===== src/rtl/universal_shift_reg.sv =====
// Universal shift register: parallel load, left/right serial shift, and a
// frame counter that pulses frame_valid once every WIDTH accepted shifts.
module universal_shift_reg #(
   parameter int               WIDTH     = 8,
   parameter logic [WIDTH-1:0] RESET_VAL = '0,
   localparam int              CNT_W     = $clog2(WIDTH)
) (
   input  logic             clk,
   input  logic             rst,
   input  logic             serial_in,
   input  logic             shift,
   input  logic             dir,
   input  logic             load,
   input  logic [WIDTH-1:0] parallel_in,
   output logic [WIDTH-1:0] parallel_out,
   output logic             serial_out,
   output logic [CNT_W-1:0] bit_count,
   output logic             frame_valid
);

   // Count value at which the next accepted shift completes a frame.
   localparam logic [CNT_W-1:0] LAST_CNT = CNT_W'(WIDTH - 1);

   logic [WIDTH-1:0] q;
   logic [CNT_W-1:0] cnt;
   logic             fv;

   // Data register: rst beats load beats shift; otherwise hold.
   always_ff @(posedge clk) begin
      if (rst)
         q <= RESET_VAL;
      else if (load)
         q <= parallel_in;
      else if (shift) begin
         if (dir)
            q <= {q[WIDTH-2:0], serial_in};
         else
            q <= {serial_in, q[WIDTH-1:1]};
      end
   end

   // Frame counter: wraps on the WIDTH-th shift and flags that edge for one
   // cycle; gaps in shift simply hold the count.
   always_ff @(posedge clk) begin
      if (rst || load) begin
         cnt <= '0;
         fv  <= 1'b0;
      end else if (shift) begin
         if (cnt == LAST_CNT) begin
            cnt <= '0;
            fv  <= 1'b1;
         end else begin
            cnt <= cnt + 1'b1;
            fv  <= 1'b0;
         end
      end else begin
         fv <= 1'b0;
      end
   end

   // Serial output is the bit that would leave on the next shift in the
   // current direction, so PISO data is visible before the first edge.
   always_comb begin
      serial_out = dir ? q[WIDTH-1] : q[0];
   end

   assign parallel_out = q;
   assign bit_count    = cnt;
   assign frame_valid  = fv;

endmodule


===== config.mk =====
export PLATFORM = sky130hd
export DESIGN_NAME = universal_shift_reg
export DESIGN_NICKNAME = d
export VERILOG_FILES = /design/src/rtl/universal_shift_reg.sv
export SDC_FILE = /design/constraint.sdc
export NUM_CORES = 1
export LEC_CHECK = 0
export BUFFER_PORTS_ARGS = -buffer_cell sky130_fd_sc_hd__buf_4
export CORE_AREA = 2 2 48 50
export CTS_BUF_LIST = sky130_fd_sc_hd__clkbuf_4
export DETAILED_ROUTE_END_ITERATION = 6
export DIE_AREA = 0 0 50 52
export RECOVER_POWER = 100
export SYNTH_ARGS = -nofsm -noshare
export SYNTH_HDL_FRONTEND = slang
export SYNTH_SLANG_ARGS = --single-unit

===== constraint.sdc =====
create_clock -name clk -period 1.5 [get_ports clk]
set_input_delay 0.225 -clock clk [delete_from_list [all_inputs] [get_ports clk]]
set_output_delay 0.225 -clock clk [all_outputs]
set_load 0.01 [all_outputs]

==> Word-level counts from Yosys, hierarchy flattened <==
Cells that the tools add are included.
{ "classes": {"n_mul": 0, "bitwise": 1, "n_eq_ne": 1, "mux": 6, "n_reduce_logical": 3, "n_shift": 0, "n_div": 0, "magnitude_cmp": 0, "addsub": 1} }
{ "op_table": {"columns": ["op", "count"], "rows": [
  ["2-to-1 mux 8 bit", 3],
  ["adder 3 x 1 -> 3 bit, second input constant", 1],
  ["equality test 3 bit, second input constant", 1],
  ["2-to-1 mux 3 bit", 1],
  ["2-to-1 mux 1 bit", 2],
  ["nonzero test 2 bit", 1],
  ["OR reduction 2 bit", 1],
  ["logical OR 1 bit", 1],
  ["NOT 1 bit", 1]
]} }
{ "totals": {"inputBits": 14, "output_inout_bits": 13, "register_bits": 12, "latchBits": 0, "romBits": 0, "wordCells": 15, "ramBits": 0, "n_memories": 0} }

==> Depth between registers and ports, before layout <==
Gate-level depths: netlist of the first run.
{ "depth": {"word_depth": 3, "mapped_depth": 4, "mapped_depth_nobuf": 4} }

==> Least setup slack after synthesis of the first run <==
OpenSTA, ideal clock, no wires.
{ "synth_timing": {"path_kind": "flip-flop to flip-flop", "from": "register cnt[0], in the netlist bit_count[0]", "to": "register cnt[0], in the netlist bit_count[0]", "slack_ps": 273, "stages_incl_launch_ff": 5, "n_path_buf": 0, "arrival_time_ps": 1157, "setup_time_ps": 70, "cell_sequence": "dfxtp_1 > ha_1 > ha_1 > or3b_1 > a21oi_1"} }
{ "synth_between": {"elab_chain_len": 2} }
{ "synth_lines": {"columns": ["item", "line_no", "text"], "rows": [
  ["start, declared", "25", "logic [CNT_W-1:0] cnt;"],
  ["start signal, assigned", "53", "cnt <= cnt + 1'b1;"],
  ["adder 3 x 1 -> 3 bit or equality test 3 bit (tied branches)", "53, 49", null],
  ["2-to-1 mux 3 bit *", "49", "if (cnt == LAST_CNT) begin"]
]} }
Mark *: on every way between the ends. The rest lies on a longest branch, timed or not.
A chain may end at the register's enable or synchronous reset.

==> Worst setup path in the final report of the first run <==
Ends and elaborated chain as after synthesis.

==> results.md, run 1 <==
- Antenna diode count: 0
- CTS Buf Count: 3
- Max Buffers Root-to-Sink: 2
- Worst r2r src: bit_count[0]
- Syn-to-layout area delta: 19.5%
- Router iterations before antenna repair: 4
- CTS tree: done
- Fin crit share: 0.849
- Yosys reg bits: 12
- Grt ovf: 0
- Commonest cells in the netlist: dfxtp_1 (12), mux2i_1 (10), nand2_1 (7), or4b_1 (6), o221ai_2 (5)
- Synth Flop Type: dfxtp_1
- Final setup fails: 0
- Skew-Pair Late Insertion Delay: 0.28 ns
- Max IR drop VDD: 0.000397 V
- Mapped cell area: 686 µm²
- Worst slew margin: 0.586
- R2R cell count: 4
- Hold endpoint: parallel_out[2]
- Worst r2r dst: bit_count[0]
- Yosys top cell area share: 0.350
- Hpwl dp: 1160 µm
- PortBufs: 26
- Vias per inst: 5.20
- Critical Path RT: 1.71 ns
- # rows: 17
- Net Switching: 190 µW
- R2r setup slk: 0.23 ns
- DRT iter0 DRCs: 9
- RSZ-0062 raised after global routing: no
- Worst min path class: in -> reg
- Drt drc: 0
- Width of the chip: 50 µm
- Post-Syn Instances: 64
- Max H-tree Level: 1
- Clk_skew: 0.00561 ns
- Share of cells above drive strength 1: 0.207
- Minimum clock period: 1.27 ns
- Mapped Nets: 80
- Yosys top cell by area: dfxtp_1
- Hold_sp: parallel_in[2]
- Critical path launch point type: flop
- Largest net degree at the start of global routing: 17
- Initial antenna violation count: 0
- Sequential-to-total area share from yosys stat: 0.350
- Fmax: 0.786 GHz
- CORE AREA: 2110 µm²
- Hold_ws: 0.193 ns
- Max-Cap Viols: 0
- Clk slew on worst S/H paths: 0.07 ns
- Setup TNS Final: 0 ns
- Routed vias: 598
- Post-layout util: 0.389
- Die Height: 52 µm
- Internal: 487 µW
- Asr flop ratio synth: 0
- Cell variety after synth: 17
- Max-slew violation count: 0
- Final hold vios: 0
- Net count, final: 105
- Comb power frac: 0.179
- First-pass GRT wire length: 2610 µm
- Ports: 27
- Clock Power Share: 0.303
- Root Buffer: clkbuf_4
- Status: completed
- Worst hold stages: 3
- Vias in the first global route: 537
- Count leader, synth: dfxtp_1
- Worst slew pin tran: 0.621 ns
- Setup Fix Bufs, Post-CTS: 0
- Post-DRT Antenna Nets: 0
- Max FO, Critical Path: 4
- Synthesized area per cell: 10.7 µm²
- Switching Share: 0.281
- Final GP Congestion: 0.768
- Main area contributors after synthesis: dfxtp_1 (35%), mux2i_1 (15%), o221ai_2 (11%)
- Starting Density: 0.326
- Clk sinks: 12
- Post-CTS Hold Fix Bufs: 0
- Number of enable flip-flop cells after synthesis: 0
- Arr. time, crit path: 1.48 ns
- Total track usage: 0.131
- Synth warn: 0
- Die area: 2600 µm²
- CP Capture Type: flop
- Post-CTS resize count: 0
- Sequential share of power: 0.519
- LEAKAGE: 0.000329 µW
- WL per Instance: 14.2 µm
- Critical path type: reg -> reg
- Wirelength, routed: 1640 µm
- Pwr dens: 827 nW/µm²
==> flip-flops by register name, summed over array words and instances, names as in the netlist <==
signal / cells
parallel_out: 8
bit_count: 3
frame_valid: 1
==> power groups by stage <==
stage | clock (µW) | combinational (µW) | sequential (µW)
after global placement | 0 | 141 | 359
after floorplan | 0 | 76.8 | 362
final | 205 | 121 | 351
after global routing | 231 | 134 | 354
after CTS | 217 | 144 | 352
after detailed placement | 0 | 143 | 360
==> cells in the final DEF, fill, tap and decap left out, drive strengths merged <==
master,Yosys,routed
a21oi,1,1
buf,5,12
clkbuf,1,17
dfxtp,12,12
ha,2,2
mux2,1,1
mux2i,10,10
nand2,7,7
nand2b,3,3
nand3b,2,2
nor2,3,3
o221ai,8,8
or2,1,1
or3b,2,2
or4b,6,6
==> worst max-delay path by stage <==
stage,start,to,slack (ns),depth (start not counted)
detailed placement,load,parallel_out[5],0.22,3
global route,bit_count[0],bit_count[0],0.15,4
floorplan,bit_count[0],bit_count[0],0.27,4
finish,bit_count[0],bit_count[0],0.23,4
CTS,bit_count[0],bit_count[0],0.21,4
global placement,load,parallel_out[5],0.24,3
==> layout make-up <==
class	instances	area, µm²
clock buffers	3	22.5
fillers	237	1290
multi-input cells	46	379
flip-flops and latches	12	240
well taps	28	35.0
repair buffers	26	143
==> cells by family after synthesis <==
family,count (synthesis),synth area share
simple gates,24,0.226
flops,12,0.350
mux,11,0.162
compound gates,9,0.155
buf+inv,6,0.0693
fa+ha+maj,2,0.0365
==> critical path, stage by stage (launching register included) <==
cell	delay [ns]
dfxtp_1	0.34
ha_1	0.21
ha_1	0.19
or3b_1	0.35
a21oi_1	0.12
==> routing by layer <==
layer	share of wire	vias up	wire length [µm]	GRT usage
met1	0.44	279	716	0.169
met4	0	0	0	0.0278
met3	0.092	0	150	0.0517
met5	0	-	0	0
li1	-	291	-	-
met2	0.47	28	770	0.206
==> per-stage QoR <==
stage | power (µW) | setup WS, ns | instances | instance area (µm²)
final | 678 | 0.227 | 115 | 820
after global routing | 719 | 0.154 | 115 | 820
after CTS | 712 | 0.213 | 115 | 891
after detailed placement | 503 | 0.225 | 112 | 868
after global placement | 500 | 0.243 | 112 | 868
after floorplan | 438 | 0.273 | 64 | 686
Power figures use the tool's default switching activity.
==> run 2, diff against run 1 <==
- clock period: 1.5 -> 1.1 ns (I/O delays scaled with it)
==> results.md, run 2 (synthesis gave the netlist of run 1 again) <==
- Fillers: 210
- Commonest non-fill, non-tap cell in the layout: buf_4
- Multi-input combinational cell area: 420 µm²
- Clk_skew: 0.00228 ns
- Wirelength, routed: 1710 µm
- PortBufs: 26
- WL per Instance: 13.0 µm
- Final hold vios: 0
- Post-CTS Hold Fix Bufs: 0
- Max-slew violation count: 0
- Failing checks: negative setup slack
- Clock Power Share: 0.278
- Final setup fails: 2
- Width of the chip: 50 µm
- Commonest cells after routing, fill and taps aside: buf_4 (30), mux2i_1 (10), dfxtp_1 (10), clkbuf_1 (8), nand2_1 (7)
- Drt drc: 0
- Clk sinks: 12
- First-pass GRT wire length: 3020 µm
- Hold endpoint: parallel_out[2]
- Worst Slack Setup Final: -0.0745 ns
- CP Capture Type: flop
- Net Switching: 267 µW
- Max reg flops: 8
- Worst r2r src: bit_count[0]
- Max-Cap Viols: 0
- Hold_sp: parallel_in[2]
- LEAKAGE: 0.000438 µW
- # rows: 17
- Total track usage: 0.153
- Internal: 725 µW
- Max FO, Critical Path: 2
- Post-DRT Antenna Nets: 0
- Routed vias: 649
- Max Buffers Root-to-Sink: 2
- Die area: 2600 µm²
- Worst r2r dst: bit_count[0]
- Largest net degree at the start of global routing: 13
- Hpwl dp: 1310 µm
- CTS Buf Count: 3
- Worst slew margin: 0.824
- Switching Share: 0.269
- Arr. time, crit path: 1.37 ns
- Critical Path RT: 1.30 ns
- Root Buffer: clkbuf_4
- Dpl ws: -0.0851 ns
- Worst slew pin tran: 0.264 ns
- R2R cell count: 4
- Clk slew on worst S/H paths: 0.08 ns
- Die Height: 52 µm
- R2r setup slk: -0.07 ns
- Hold_ws: 0.133 ns
- Syn-to-layout area delta: 48.9%
- Share of cells above drive strength 1: 0.442
- Final GP Congestion: 0.729
- Worst min path class: in -> reg
- Max IR drop VDD: 0.000712 V
- Vias per inst: 4.92
- Fmax: 0.851 GHz
- Antenna diode count: 0
- Minimum clock period: 1.17 ns
- Initial antenna violation count: 0
- Worst hold stages: 3
- CORE AREA: 2110 µm²
- Router iterations before antenna repair: 4
- Starting Density: 0.326
- Net count, final: 121
- Critical path launch point type: flop
- Post-layout util: 0.485
- RSZ-0062 raised after global routing: yes
- Vias in the first global route: 670
- Skew-Pair Late Insertion Delay: 0.27 ns
- Ports: 27
- Fin crit share: 1.07
- Pwr dens: 971 nW/µm²
- Status: finished with violations
- DRT iter0 DRCs: 16
- Register area: 243 µm²
- Sequential share of power: 0.478
- Max H-tree Level: 1
- CTS tree: done
- Grt ovf: 0
- Comb power frac: 0.243
- Critical path type: reg -> reg
-- run 2: layout make-up --
class	instances	share of cell area
well taps	28	0.0343
repair buffers	42	0.290
multi-input cells	46	0.412
flip-flops and latches	12	0.238
clock inverters	1	0.00368
clock buffers	3	0.0221
-- run 2: worst max-delay path by stage --
stage                      start      endpoint  cells after the start
floorplan           bit_count[0]  bit_count[0]                      4
global placement    bit_count[1]  bit_count[0]                      4
detailed placement  bit_count[1]  bit_count[0]                      4
CTS                 bit_count[1]  bit_count[0]                      4
global route        bit_count[0]  bit_count[0]                      4
finish              bit_count[0]  bit_count[0]                      4
-- run 2: metal layers --
layer | GRT usage | part of all wire | wire, µm | vias to the layer above
met3 | 0.0460 | 0.074 | 126 | 2
met1 | 0.163 | 0.42 | 725 | 303
met2 | 0.274 | 0.50 | 850 | 21
met5 | 0 | 0 | 0 | -
li1 | - | - | - | 323
met4 | 0.0694 | 0.0058 | 10 | 0
-- run 2: power groups by stage --
stage               Sequential (µW)  Combinational, µW  Clock [µW]
floorplan                       495                105           0
global placement                487                241           0
detailed placement              488                242           0
CTS                             475                258         294
global route                    477                265         314
finish                          474                241         276
-- run 2: worst max-delay path: stages (launching register included) --
cell	delay, ns
dfxtp_2	0.34
ha_4	0.16
ha_4	0.14
or3b_1	0.34
a21oi_1	0.12
-- run 2: timing repair --
action / 4_1_cts / 5_1_grt
buffers inserted: 2 / 0
resized for setup: 4 / 0
pin swaps: 2 / 0
endpoints found under the setup margin: 2 / 2
-- run 2: metrics by stage --
| stage | std cells | instance area, µm² | TNS, ns | power (µW) |
|---|---|---|---|---|
| floorplan | 64 | 713 | -0.0670 | 600 |
| global placement | 126 | 1010 | -0.0836 | 727 |
| detailed placement | 126 | 1010 | -0.126 | 729 |
| CTS | 132 | 1060 | -0.143 | 1030 |
| global route | 132 | 1020 | -0.263 | 1060 |
| finish | 132 | 1020 | -0.118 | 992 |
